### src/rtl/sipo_shift_rx.sv
// sipo_shift_rx: serial-in/parallel-out receiver for the PISOshift link.
// Collects WIDTH enabled bits into a shift register, then hands the word
// to a holding register guarded by a valid/ack handshake. If a new word
// completes while the held word is still unacknowledged, the new word is
// dropped and a sticky overrun flag is raised.

module sipo_shift_rx #(
  parameter int WIDTH     = 4,
  parameter bit MSB_FIRST = 1'b1
) (
  input  logic             clk,
  input  logic             rst,
  input  logic             sin,
  input  logic             sen,
  input  logic             out_ack,
  output logic [WIDTH-1:0] out,
  output logic             out_valid,
  output logic             busy,
  output logic             overrun
);

  localparam int CW = $clog2(WIDTH);
  localparam logic [CW-1:0] LAST = CW'(WIDTH - 1);

  typedef enum logic {
    IDLE  = 1'b0,
    SHIFT = 1'b1
  } state_t;

  state_t           state, state_next;
  logic [CW-1:0]    cnt, cnt_next;
  logic [WIDTH-1:0] shreg, shreg_next;
  logic [WIDTH-1:0] word_in;
  logic [WIDTH-1:0] out_next;
  logic             out_valid_next;
  logic             overrun_next;
  logic             complete;

  // State, bit counter, shift register and holding register; rst wins over everything
  always_ff @(posedge clk) begin
    if (rst) begin
      state     <= IDLE;
      cnt       <= '0;
      shreg     <= '0;
      out       <= '0;
      out_valid <= 1'b0;
      overrun   <= 1'b0;
    end else begin
      state     <= state_next;
      cnt       <= cnt_next;
      shreg     <= shreg_next;
      out       <= out_next;
      out_valid <= out_valid_next;
      overrun   <= overrun_next;
    end
  end

  // Frame sequencing plus the holding-register handshake (completion, ack, overrun)
  always_comb begin
    state_next     = state;
    cnt_next       = cnt;
    shreg_next     = shreg;
    out_next       = out;
    out_valid_next = out_valid;
    overrun_next   = overrun;
    complete       = 1'b0;
    word_in        = MSB_FIRST ? {shreg[WIDTH-2:0], sin} : {sin, shreg[WIDTH-1:1]};

    case (state)
      IDLE: begin
        if (sen) begin
          shreg_next = word_in;
          cnt_next   = CW'(1);
          state_next = SHIFT;
        end
      end
      SHIFT: begin
        if (sen) begin
          shreg_next = word_in;
          if (cnt == LAST) begin
            cnt_next   = '0;
            state_next = IDLE;
            complete   = 1'b1;
          end else begin
            cnt_next = cnt + CW'(1);
          end
        end
      end
      default: begin
        state_next = IDLE;
        cnt_next   = '0;
      end
    endcase

    if (complete) begin
      if (!out_valid || out_ack) begin
        out_next       = word_in;
        out_valid_next = 1'b1;
      end else begin
        overrun_next = 1'b1;
      end
    end else if (out_valid && out_ack) begin
      out_valid_next = 1'b0;
    end
  end

  // A frame is in progress exactly while the FSM sits in SHIFT
  always_comb begin
    busy = (state == SHIFT);
  end

endmodule
### config.mk
export PLATFORM = sky130hd
export DESIGN_NAME = sipo_shift_rx
export DESIGN_NICKNAME = d
export VERILOG_FILES = /design/src/rtl/sipo_shift_rx.sv
export SDC_FILE = /design/constraint.sdc
export NUM_CORES = 1
export LEC_CHECK = 0
export ABC_AREA = 1
export BUFFER_PORTS_ARGS = -buffer_cell sky130_fd_sc_hd__buf_4
export CAP_MARGIN = 40
export CORE_MARGIN = 1
export CORE_UTILIZATION = 35
export CTS_BUF_LIST = sky130_fd_sc_hd__clkbuf_8
export CTS_CLUSTER_SIZE = 28
export DETAILED_ROUTE_END_ITERATION = 12
export PLACE_DENSITY_LB_ADDON = 0.15
export SYNTH_ARGS = -nofsm -noshare
export SYNTH_HDL_FRONTEND = slang
export SYNTH_SLANG_ARGS = --single-unit
### constraint.sdc
create_clock -name clk -period 3 [get_ports clk]
set_input_delay 0.3 -clock clk [delete_from_list [all_inputs] [get_ports clk]]
set_output_delay 0.3 -clock clk [all_outputs]
set_load 0.03 [all_outputs]
# == After elaboration in Yosys (flattened, before gate mapping) ==
# Cells that the tools add are included.
# word_totals
elab_cells,36
input_bits,5
regBits,12
# classes
n_addsub,1
mux,15
reduce_logical,8
eq_ne,4
bitwise,2
# op_table
operator,count
$mux W1,9
$reduce_and A2 Y1,4
$mux W2,3
$ne A2 B2 Y1 const B,2
$pmux W2 S2,1
$mux W3,1
$add A2 B1 Y2 const B,1
$eq A2 B2 Y1 const B,1
$ne A2 B1 Y1 const B,1
$not A1 Y1,2
$pmux W1 S2,1
$reduce_bool A2 Y1,1
$logic_and A1 B1 Y1,1
$logic_not A1 Y1,1
$logic_or A1 B1 Y1,1

# == Longest topological paths before layout ==
# Gate-level depths: netlist of run 1.
# logic_depth
ltp_word,6
depth_mapped,6
ltp_nobuf,6

# == Worst setup path before layout of run 1 ==
# No wires, ideal clock.
# synth_timing
path_type,flip-flop to flip-flop
start,register state (netlist: busy)
end,register out[0]
stages_incl_launch_ff,6
period_less_slack_ns,1.120
arrival_ns,1.007
slack_ns,1.880
t_required_ns,2.887
path_buffers,0
path_cell_list,dfxtp_1 -> nand2_1 -> nor2_4 -> nand3_1 -> nand2_1 -> nor2_1
# synth_via
elab_chain_cells,2
# synth_rtl
element,line,text
"start, declared",30,"state_t state, state_next;"
"start signal, assigned",49,state <= state_next;
$mux W1,69,case (state)
$reduce_and A2 Y1 (no source line),-,
"end signal, assigned",52,out <= out_next;
"end, declared",16,"output logic [WIDTH-1:0] out,"
# Every way passes these cells.
# A chain may end at the register's enable or synchronous reset.

# == Final worst setup path of run 1 ==
# layout_timing
start,register state (netlist: busy)
end,output busy
# layout_lines
element,line,text
"end, declared",18,"output logic busy,"
# No word-level cell between the ends.

==> out/qor.csv, run 1 <==
metric;value;unit
CTS Sinks;12;
reg2reg setup slack;1940;ps
Routed Antenna Nets;0;
Slew Limit Fails;0;
Initial Utilization;39.98;%
hold path startpoint;rst;
Vias per Instance;4.416;
Buffers on Ports;11;
hold depth;2;
Clock transition at path regs;50;ps
Bufs and invs on worst path;1;
Mapped Area;474.2;um2
HPWL after DPL;635.7;um
CP max stage delay;420;ps
Synth Area in Compound Gates;10.55;%
Reg2Reg Capture Point;out[1];
grt ovf;0;
I/O Pins;12;
first-pass GRT wire length;1.283;mm
FP Rows;12;
Synth-to-Final Area Change;28.23;%
most frequent cells in the layout;12 x dfxtp_1, 11 x nor2_1, 11 x buf_4, 9 x inv_1;
vias in the first global route;309;
synthesized instance count;62;
clock skew after layout;2.696;ps
adder-cell share of the synthesized area;2.639;%
worst-path maximum fanout;6;
cell chain of the critical path;buf_4;
Synthesis Warnings;0;
post-CTS sizing;0;
pin count of the biggest net entering global routing;14;
count of state elements after synthesis;12;
Max rail drop VDD;0.2957;mV
leading cell type in the layout, fill and taps excluded;dfxtp_1;
root buffer cell;clkbuf_8;
Relative slew margins;86.83;%
library cells used by synthesis;12;
status;finished clean;
register area share after synthesis;50.66;%
CTS tree;done;
min Tclk post-route;1154;ps
Pwr Density;550.8;nW/um2
Peak Freq;866.8;MHz
Arr. time, crit path;850;ps
Num CTS Buffers;3;
Worst R2R Start;cnt[0];
hold buffers post-CTS;0;
Synth Net Count;68;
initial antenna violation count;0;
critical path class;reg2out;
average size of a mapped cell;7.648;um2
via count;393;
routed wire length per instance;9.461;um
fin util;51.27;%
htree depth;1;
CP Data Required Time;2700;ps
RSZ-0062 raised after global routing;false;
endpoints failing setup;0;
layout cells sized above 1;21.33;%
crit path launch type;register;
hold endpoint;out_valid;
cells on worst reg2reg path;6;
Post-Synth XOR/XNOR Area;0;%
P_leak;0.2701;nW
crit share post-route;38.46;%
aggregate global-route resource usage;13.82;%
Core ar.;1186;um2
Simple-Gate Fraction of Synth Area;27.44;%
die area;1506;um2
main combinational cell family by area after synthesis;simple AND/OR/NAND/NOR gates;
post-route worst setup slack;1846;ps
die width;38.81;um
gpl congestion;0.7578;
dpl ws;1955;ps
diodes inserted;0;
DRT Wirelength;842;um
Least-Margin Pin Slew;197.3;ps
Chip Height;38.81;um
Post-CTS Setup Bufs;0;
final setup TNS;0;ps
Hold Vio Cnt, Final;0;
maximum root-to-sink buffer count;2;
nets;83;
First-pass DRT Iterations;2;
Critical Path Slowest Stage Cell;dfxtp_1;
Iter 0 DRT Violations;7;
max cap viols;0;
Top delay family on crit path;flip-flops;
Crit. End Element;output pin;
drt drc;0;
clk_lat worst skew;240;ps
mux cell area share after synthesis;0;%
Hold Crit Class;in2reg;
final hold slack;264.6;ps
## per-stage QoR
step                area (um2)  cells  power (mW)
global route             608.1     89      0.3535
finish                   608.1     89      0.3349
floorplan                474.2     62      0.1859
CTS                      608.1     89      0.3420
global placement         566.8     86      0.1953
detailed placement       566.8     86      0.1953
## registers in the layout (all words and copies together), names as in the netlist
register   count
shreg          3
cnt            2
out_valid      1
busy           1
out            4
overrun        1
## cell usage after synthesis
| cell | n | area share (%) |
|---|---|---|
| nand2_1 | 7 | 5.5 |
| nor2_1 | 11 | 8.7 |
| dfxtp_1 | 12 | 51 |
| buf_4 | 1 | 1.6 |
| nor2_4 | 1 | 2.4 |
| ha_1 | 1 | 2.6 |
| o21ai_0 | 4 | 4.2 |
| inv_1 | 9 | 7.1 |
| a21oi_1 | 6 | 6.3 |
| nor2_2 | 1 | 1.3 |
| nand3_1 | 7 | 7.4 |
| nor3_1 | 2 | 2.1 |
## per-layer routing
| metal | GRT usage (%) | wire, um | vias to the layer above |
|---|---|---|---|
| met5 | 0 | 0 | - |
| met4 | 7.759 | 6 | 0 |
| met3 | 10.40 | 58 | 2 |
| met2 | 18.75 | 343 | 10 |
| met1 | 15.19 | 434 | 158 |
| li1 | - | - | 223 |
## worst max-delay path by stage
stage / from / end / slack, ps / cells past startpoint
floorplan: busy / out[0] / 1880 / 5
global placement: cnt[0] / out[2] / 1980 / 6
detailed placement: cnt[0] / out[2] / 1950 / 6
CTS: busy / busy / 1840 / 1
global route: busy / busy / 1800 / 1
finish: busy / busy / 1850 / 1
## cell type report
class	instances	area, um2
Sequential cell	12	240.2
Clock buffer	3	41.29
Fill cell	125	578.1
Inverter	9	33.78
Multi-Input combinational cell	40	192.7
Tap cell	14	17.52
Timing Repair Buffer	11	82.58
## cell families (layout without fill, tap and decap cells)
kind of cell               count (synthesis)  in the layout
DFF                                       12             12
buffers and inverters                     10             23
adders and majority gates                  1              1
and+or+nand+nor                           29             29
AOI/OAI and AO/OA                         10             10
## where the power goes
group	total (mW)	leakage, nW	internal [mW]	switching, mW
clock	0.143	0.0216	0.0881	0.0548
combinational	0.0235	0.150	0.00974	0.0137
sequential	0.169	0.0980	0.165	0.00346
total	0.335	0.270	0.263	0.0720
Power figures use the tool's default switching activity.
==> run 2: changes to the inputs <==
--- a/config.mk
+++ b/config.mk
@@ -5,7 +5,7 @@
 export SDC_FILE = /design/constraint.sdc
 export NUM_CORES = 1
 export LEC_CHECK = 0
-export ABC_AREA = 1
+export ABC_AREA = 0
 export BUFFER_PORTS_ARGS = -buffer_cell sky130_fd_sc_hd__buf_4
 export CAP_MARGIN = 40
 export CORE_MARGIN = 1
==> constraint.sdc (replaced) <==
create_clock -name clk -period 1.1 [get_ports clk]
set_input_delay 0.11 -clock clk [delete_from_list [all_inputs] [get_ports clk]]
set_output_delay 0.11 -clock clk [all_outputs]
set_load 0.03 [all_outputs]
==> run 2 against run 1 <==
Effect of this change:
- the run now ends with negative setup slack left
- first-iteration DRC count down 57%
- synthesized cell count down 23%
- setup slack worse by 1900 ps
- non-clock buffer count up 6
- flip-flop and latch count unchanged
- die area up 0.75%
- design area up 13%
- global-route usage up 2.1 points
- utilization up 6.6 points
- largest cell class unchanged
- largest power group unchanged
- highest routed layer is now met3
==> out/qor.csv, run 2 <==
metric;value;unit;change
status;finished with violations;;
violated checks;negative setup slack;;
Buffers on Ports;11;;unchanged
grt ovf;0;;unchanged
nets;73;;-12%
design area;686.9;um2;+13%
leading area contributor after synthesis;dfxtp_1;;
Synth top area share;50.26;%;-0.40 points
CP Data Required Time;1270;ps;-1430 ps
Mapped Area;478.0;um2;+0.79%
HPWL after DPL;656.1;um;+3.2%
worst-path maximum fanout;6;;unchanged
die width;38.96;um;+0.37%
via count;384;;-2.3%
initial antenna violation count;0;;unchanged
Chip Height;38.96;um;+0.37%
Vias per Instance;4.800;;+8.7%
Slew Limit Fails;0;;unchanged
Synth area leaders;dfxtp_1 50%, or3b_1 7.3%, mux2i_1 6.3%;;
DRT Wirelength;923;um;+9.6%
maximum root-to-sink buffer count;2;;unchanged
Top FF cell, synth;dfxtp_1;;
library cells used by synthesis;17;;+5
routed wire length per instance;11.54;um;+22%
gpl congestion;0.6679;;-12%
Peak Freq;885.2;MHz;
Pwr Total;915.9;uW;+170%
Core ar.;1186;um2;unchanged
Hold Crit Class;in2reg;;
most frequent cells in the layout;17 x buf_4, 8 x dfxtp_1, 7 x nor2_1;;
clock skew after layout;3.439;ps;+0.7423 ps
Relative slew margins;89.54;%;+2.7 points
fin util;57.91;%;+6.6 points
critical path class;reg2reg;;
hold buffers post-CTS;0;;unchanged
layout cells sized above 1;45.45;%;+24 points
crit share post-route;102.7;%;
Least-Margin Pin Slew;154.9;ps;-42.40 ps
average size of a mapped cell;9.957;um2;+30%
ys async rst share;0;%;unchanged
diodes inserted;0;;unchanged
min Tclk post-route;1130;ps;
Crit. End Element;register;;
largest registers;out (4), shreg (3), cnt (2);;
Pwr Density;1333;nW/um2;+140%
Iter 0 DRT Violations;3;;-4
aggregate global-route resource usage;15.97;%;+2.1 points
die area;1517;um2;+0.75%
count of state elements after synthesis;12;;unchanged
first-pass GRT wire length;1.607;mm;+25%
max reg flops;4;;unchanged
vias in the first global route;360;;+17%
clk_lat worst skew;230;ps;about the same
post-route worst setup slack;-29.71;ps;-1876 ps
Routed Antenna Nets;0;;unchanged
FP Rows;12;;unchanged
P_leak;0.2720;nW;+0.69%
most common cell in the netlist;dfxtp_1;;
root buffer cell;clkbuf_8;;
Synthesis Warnings;0;;unchanged
Hold Vio Cnt, Final;0;;unchanged
EDFF count, synth;0;;unchanged
Num CTS Buffers;3;;unchanged
Arr. time, crit path;1300;ps;+450 ps
htree depth;1;;unchanged
drt drc;0;;unchanged
endpoints failing setup;4;;+4
Placement Cell Area;631.9;um2;+11%
I/O Pins;12;;unchanged
leading cell type in the layout, fill and taps excluded;buf_4;;
Synth-to-Final Area Change;43.72;%;
pin count of the biggest net entering global routing;13;;-1
Initial Utilization;40.30;%;+0.32 points
CTS Sinks;12;;unchanged
Clock transition at path regs;50;ps;about the same
Synth Net Count;54;;-21%
final hold slack;123.4;ps;-141.2 ps
synthesized instance count;48;;-23%
Biggest register;out;;
RSZ-0062 raised after global routing;true;;
CTS tree;done;;
max cap viols;0;;unchanged
crit path launch type;register;;
First-pass DRT Iterations;3;;+1
Fill cells;102;;-18%
register area share after synthesis;50.26;%;-0.40 points
Synth top cells by count;12 x dfxtp_1, 7 x nor2_1, 6 x o21ai_0;;
Max rail drop VDD;0.9335;mV;+220%
run 2: worst max-delay path, stage by stage, from the launching register on:
cell     delay [ps]
dfxtp_2         350
ha_4            150
nand3_4          80
or3b_4          380
a21oi_2         110
run 2: area by class of cell:
type	count	area [um2]	share of cell area, %
multi-input cells	33	246.5	35.88
well taps	14	17.52	2.550
clock buffers	3	41.29	6.011
clock inverters	1	3.754	0.5464
repair buffers	17	127.6	18.58
flip-flops and latches	12	250.2	36.43
run 2: cells by family after synthesis:
kind of cell,Yosys count,synth area share [%]
fa+ha+maj,1,2.617
flops,12,50.26
mux,3,6.283
buf+inv,3,6.019
simple gates,15,18.59
compound gates,14,16.23
run 2: worst paths after layout:
check	depth (start not counted)	start	slack, ps	endpoint
setup reg to reg	4	cnt[0]	-30	out[2]
hold / removal	3	sin	120	shreg[0]
setup / recovery	4	cnt[0]	-30	out[2]
hold reg to reg	2	overrun	470	overrun
run 2: routing by layer:
metal,share of wire (%),track usage (%)
met5,0,0
met4,0,2.586
met3,4.2,8.671
met2,46,25.00
met1,49,19.37
run 2: per-stage QoR:
stage	instances	setup slack [ps]	setup TNS (ps)
2_1_floorplan	48	-36.58	-144.5
3_3_place_gp	76	-48.56	-148.5
3_5_place_dp	76	-61.78	-192.6
4_1_cts	80	-37.16	-114.7
5_1_grt	80	-79.25	-293.6
6_report	80	-29.71	-106.4
run 2: what timing repair did:
action                     4_1_cts  5_1_grt
gates resized for setup          1        5
buffers inserted                 0        0
pin swaps                       10        0
setup endpoints to repair        4        5
run 2: power by group:
group | total, mW | switching [mW] | internal (mW) | leakage, nW
sequential | 0.454 | 0.00949 | 0.444 | 0.0996
clock | 0.391 | 0.146 | 0.245 | 0.0231
combinational | 0.0714 | 0.0360 | 0.0353 | 0.149
total | 0.916 | 0.191 | 0.724 | 0.272
==> run 3: changes to the inputs <==
--- a/config.mk
+++ b/config.mk
@@ -9,7 +9,7 @@
 export BUFFER_PORTS_ARGS = -buffer_cell sky130_fd_sc_hd__buf_4
 export CAP_MARGIN = 40
 export CORE_MARGIN = 1
-export CORE_UTILIZATION = 35
+export CORE_UTILIZATION = 32
 export CTS_BUF_LIST = sky130_fd_sc_hd__clkbuf_8
 export CTS_CLUSTER_SIZE = 28
 export DETAILED_ROUTE_END_ITERATION = 12
==> run 3 against run 2 <==
Effect of this change:
- the flow still finishes with violations (negative setup slack)
- clock skew fell by 2.0 ps
- non-clock buffer count rose by 3
- utilization fell by 4.2 points
- sequential share of layout area fell by 1.9 points
- setup slack got worse by 15 ps
- sequential power barely moved
- cell count rose by 5.0%
- die area rose by 8.9%
- design area rose by 5.6%
- critical path depth did not move
==> out/qor.csv, run 3 (synthesized netlist as in run 2, its figures left out) <==
metric;value;unit;change
fin util;53.75;%;-4.2 points
pin count of the biggest net entering global routing;13;;unchanged
Hold Crit Class;in2reg;;
First-pass DRT Iterations;2;;-1
Reg2Reg Capture Point;out[3];;
most frequent cells in the layout;20 x buf_4, 8 x dfxtp_1, 7 x nor2_1;;
gpl congestion;0.6742;;+0.94%
htree depth;1;;unchanged
Placement Cell Area;625.6;um2;-0.99%
design area;725.7;um2;+5.6%
Least-Margin Pin Slew;203.8;ps;+48.91 ps
diodes inserted;0;;unchanged
initial antenna violation count;0;;unchanged
vias in the first global route;370;;+2.8%
Worst R2R Start;cnt[0];;
status;finished with violations;;
critical path class;reg2reg;;
cells on worst reg2reg path;4;;unchanged
first-pass GRT wire length;1.600;mm;-0.44%
CTS tree;done;;
Core ar.;1350;um2;+14%
hold depth;2;;-1
FP Rows;13;;+1
Layout Cells excl Fill;84;;+5.0%
Pwr Total;1.014;mW;+11%
DRT Wirelength;1.012;mm;+9.6%
Iter 0 DRT Violations;7;;+4
Clock transition at path regs;60;ps;about the same
Chip Height;40.65;um;+4.3%
largest registers;out (4), shreg (3), cnt (2);;
Routed Antenna Nets;0;;unchanged
reg2reg setup slack;-50;ps;-20 ps
Num CTS Buffers;3;;unchanged
Buffers on Ports;11;;unchanged
drt drc;0;;unchanged
hold buffers post-CTS;0;;unchanged
hold endpoint;out[1];;
worst-path maximum fanout;6;;unchanged
dpl ws;-70.42;ps;-8.640 ps
RSZ-0062 raised after global routing;true;;
max reg flops;4;;unchanged
Slew Limit Fails;0;;unchanged
HPWL after DPL;676.8;um;+3.2%
hold path startpoint;rst;;
Max rail drop VDD;0.9861;mV;+5.6%
layout cells sized above 1;49.28;%;+3.8 points
Biggest register;out;;
Synth-to-Final Area Change;51.83;%;
maximum root-to-sink buffer count;2;;unchanged
Relative slew margins;86.27;%;-3.3 points
crit path launch type;register;;
min Tclk post-route;1145;ps;+15.31 ps
Placed Instances;76;;unchanged
Fill cells;128;;+25%
aggregate global-route resource usage;15.95;%;-0.016 points
clk_lat worst skew;240;ps;about the same
CP Data Required Time;1280;ps;about the same
area occupied by multi-input gates;251.5;um2;+2.0%
Arr. time, crit path;1320;ps;+20 ps
routed wire length per instance;12.05;um;+4.4%
Crit. End Element;register;;
endpoints failing setup;5;;+1
Initial Utilization;35.40;%;-4.9 points
grt ovf;0;;unchanged
max cap viols;0;;unchanged
leading cell type in the layout, fill and taps excluded;buf_4;;
crit share post-route;104.1;%;+1.4 points
clock skew after layout;1.429;ps;-2.010 ps
die width;40.65;um;+4.3%
Peak Freq;873.4;MHz;-1.3%
root buffer cell;clkbuf_8;;
violated checks;negative setup slack;;
Hold Vio Cnt, Final;0;;unchanged
via count;412;;+7.3%
Vias per Instance;4.905;;+2.2%
P_leak;0.2910;nW;+7.0%
CTS Sinks;12;;unchanged
post-route worst setup slack;-45.02;ps;-15.31 ps
die area;1652;um2;+8.9%
nets;76;;+4.1%
Pwr Density;1398;nW/um2;+4.8%
I/O Pins;12;;unchanged
sequential cell area;250.2;um2;unchanged
## run 3: changes by cell type in the layout (fill, tap and decap cells not counted), sizes merged
cell | before | now
clkinv | 1 | 0
buf | 17 | 20
clkbuf | 3 | 4
## run 3: worst max path at each step
stage | from | to | slack, ps
after global placement | cnt[1] | out[2] | -70
after floorplan | out_valid | out[1] | -40
after detailed placement | cnt[1] | out[2] | -70
after global routing | cnt[0] | out[0] | -120
final | cnt[0] | out[3] | -50
after CTS | cnt[0] | out[0] | -50
## run 3: cell type report
| class | count | share of cell area (%) |
|---|---|---|
| Clock buffer | 4 | 7.586 |
| Multi-Input combinational cell | 33 | 34.66 |
| Sequential cell | 12 | 34.48 |
| Timing Repair Buffer | 20 | 20.69 |
| Tap cell | 15 | 2.586 |
## run 3: worst max-delay path: stages (launching register included)
cell and delay, ps:
dfxtp_2 350, ha_4 150, nand3_4 80, or3b_1 380, a21oi_1 120
## run 3: layer usage
layer	vias up	part of all wire (%)	track usage, %
met5	-	0	0
met1	191	43	17.43
li1	212	-	-
met4	0	0.69	12.50
met2	7	53	25.40
met3	2	3.5	4.891
## run 3: where the power goes
part,internal (mW),switching (mW)
Clock,0.316,0.168
Combinational,0.0373,0.0386
Sequential,0.444,0.00983
## run 3: metrics by stage
stage	setup TNS, ps	hold slack, ps
after floorplan	-144.5	179.1
after global placement	-209.0	359.6
after detailed placement	-211.5	367.4
after CTS	-147.2	126.7
after global routing	-545.3	129.5
final	-168.4	122.1
## run 3: timing repair
item                                    in CTS  in global routing
pin swaps                                    8                  2
setup buffers                                2                  2
resized for setup                            1                  4
endpoints found under the setup margin       4                  4
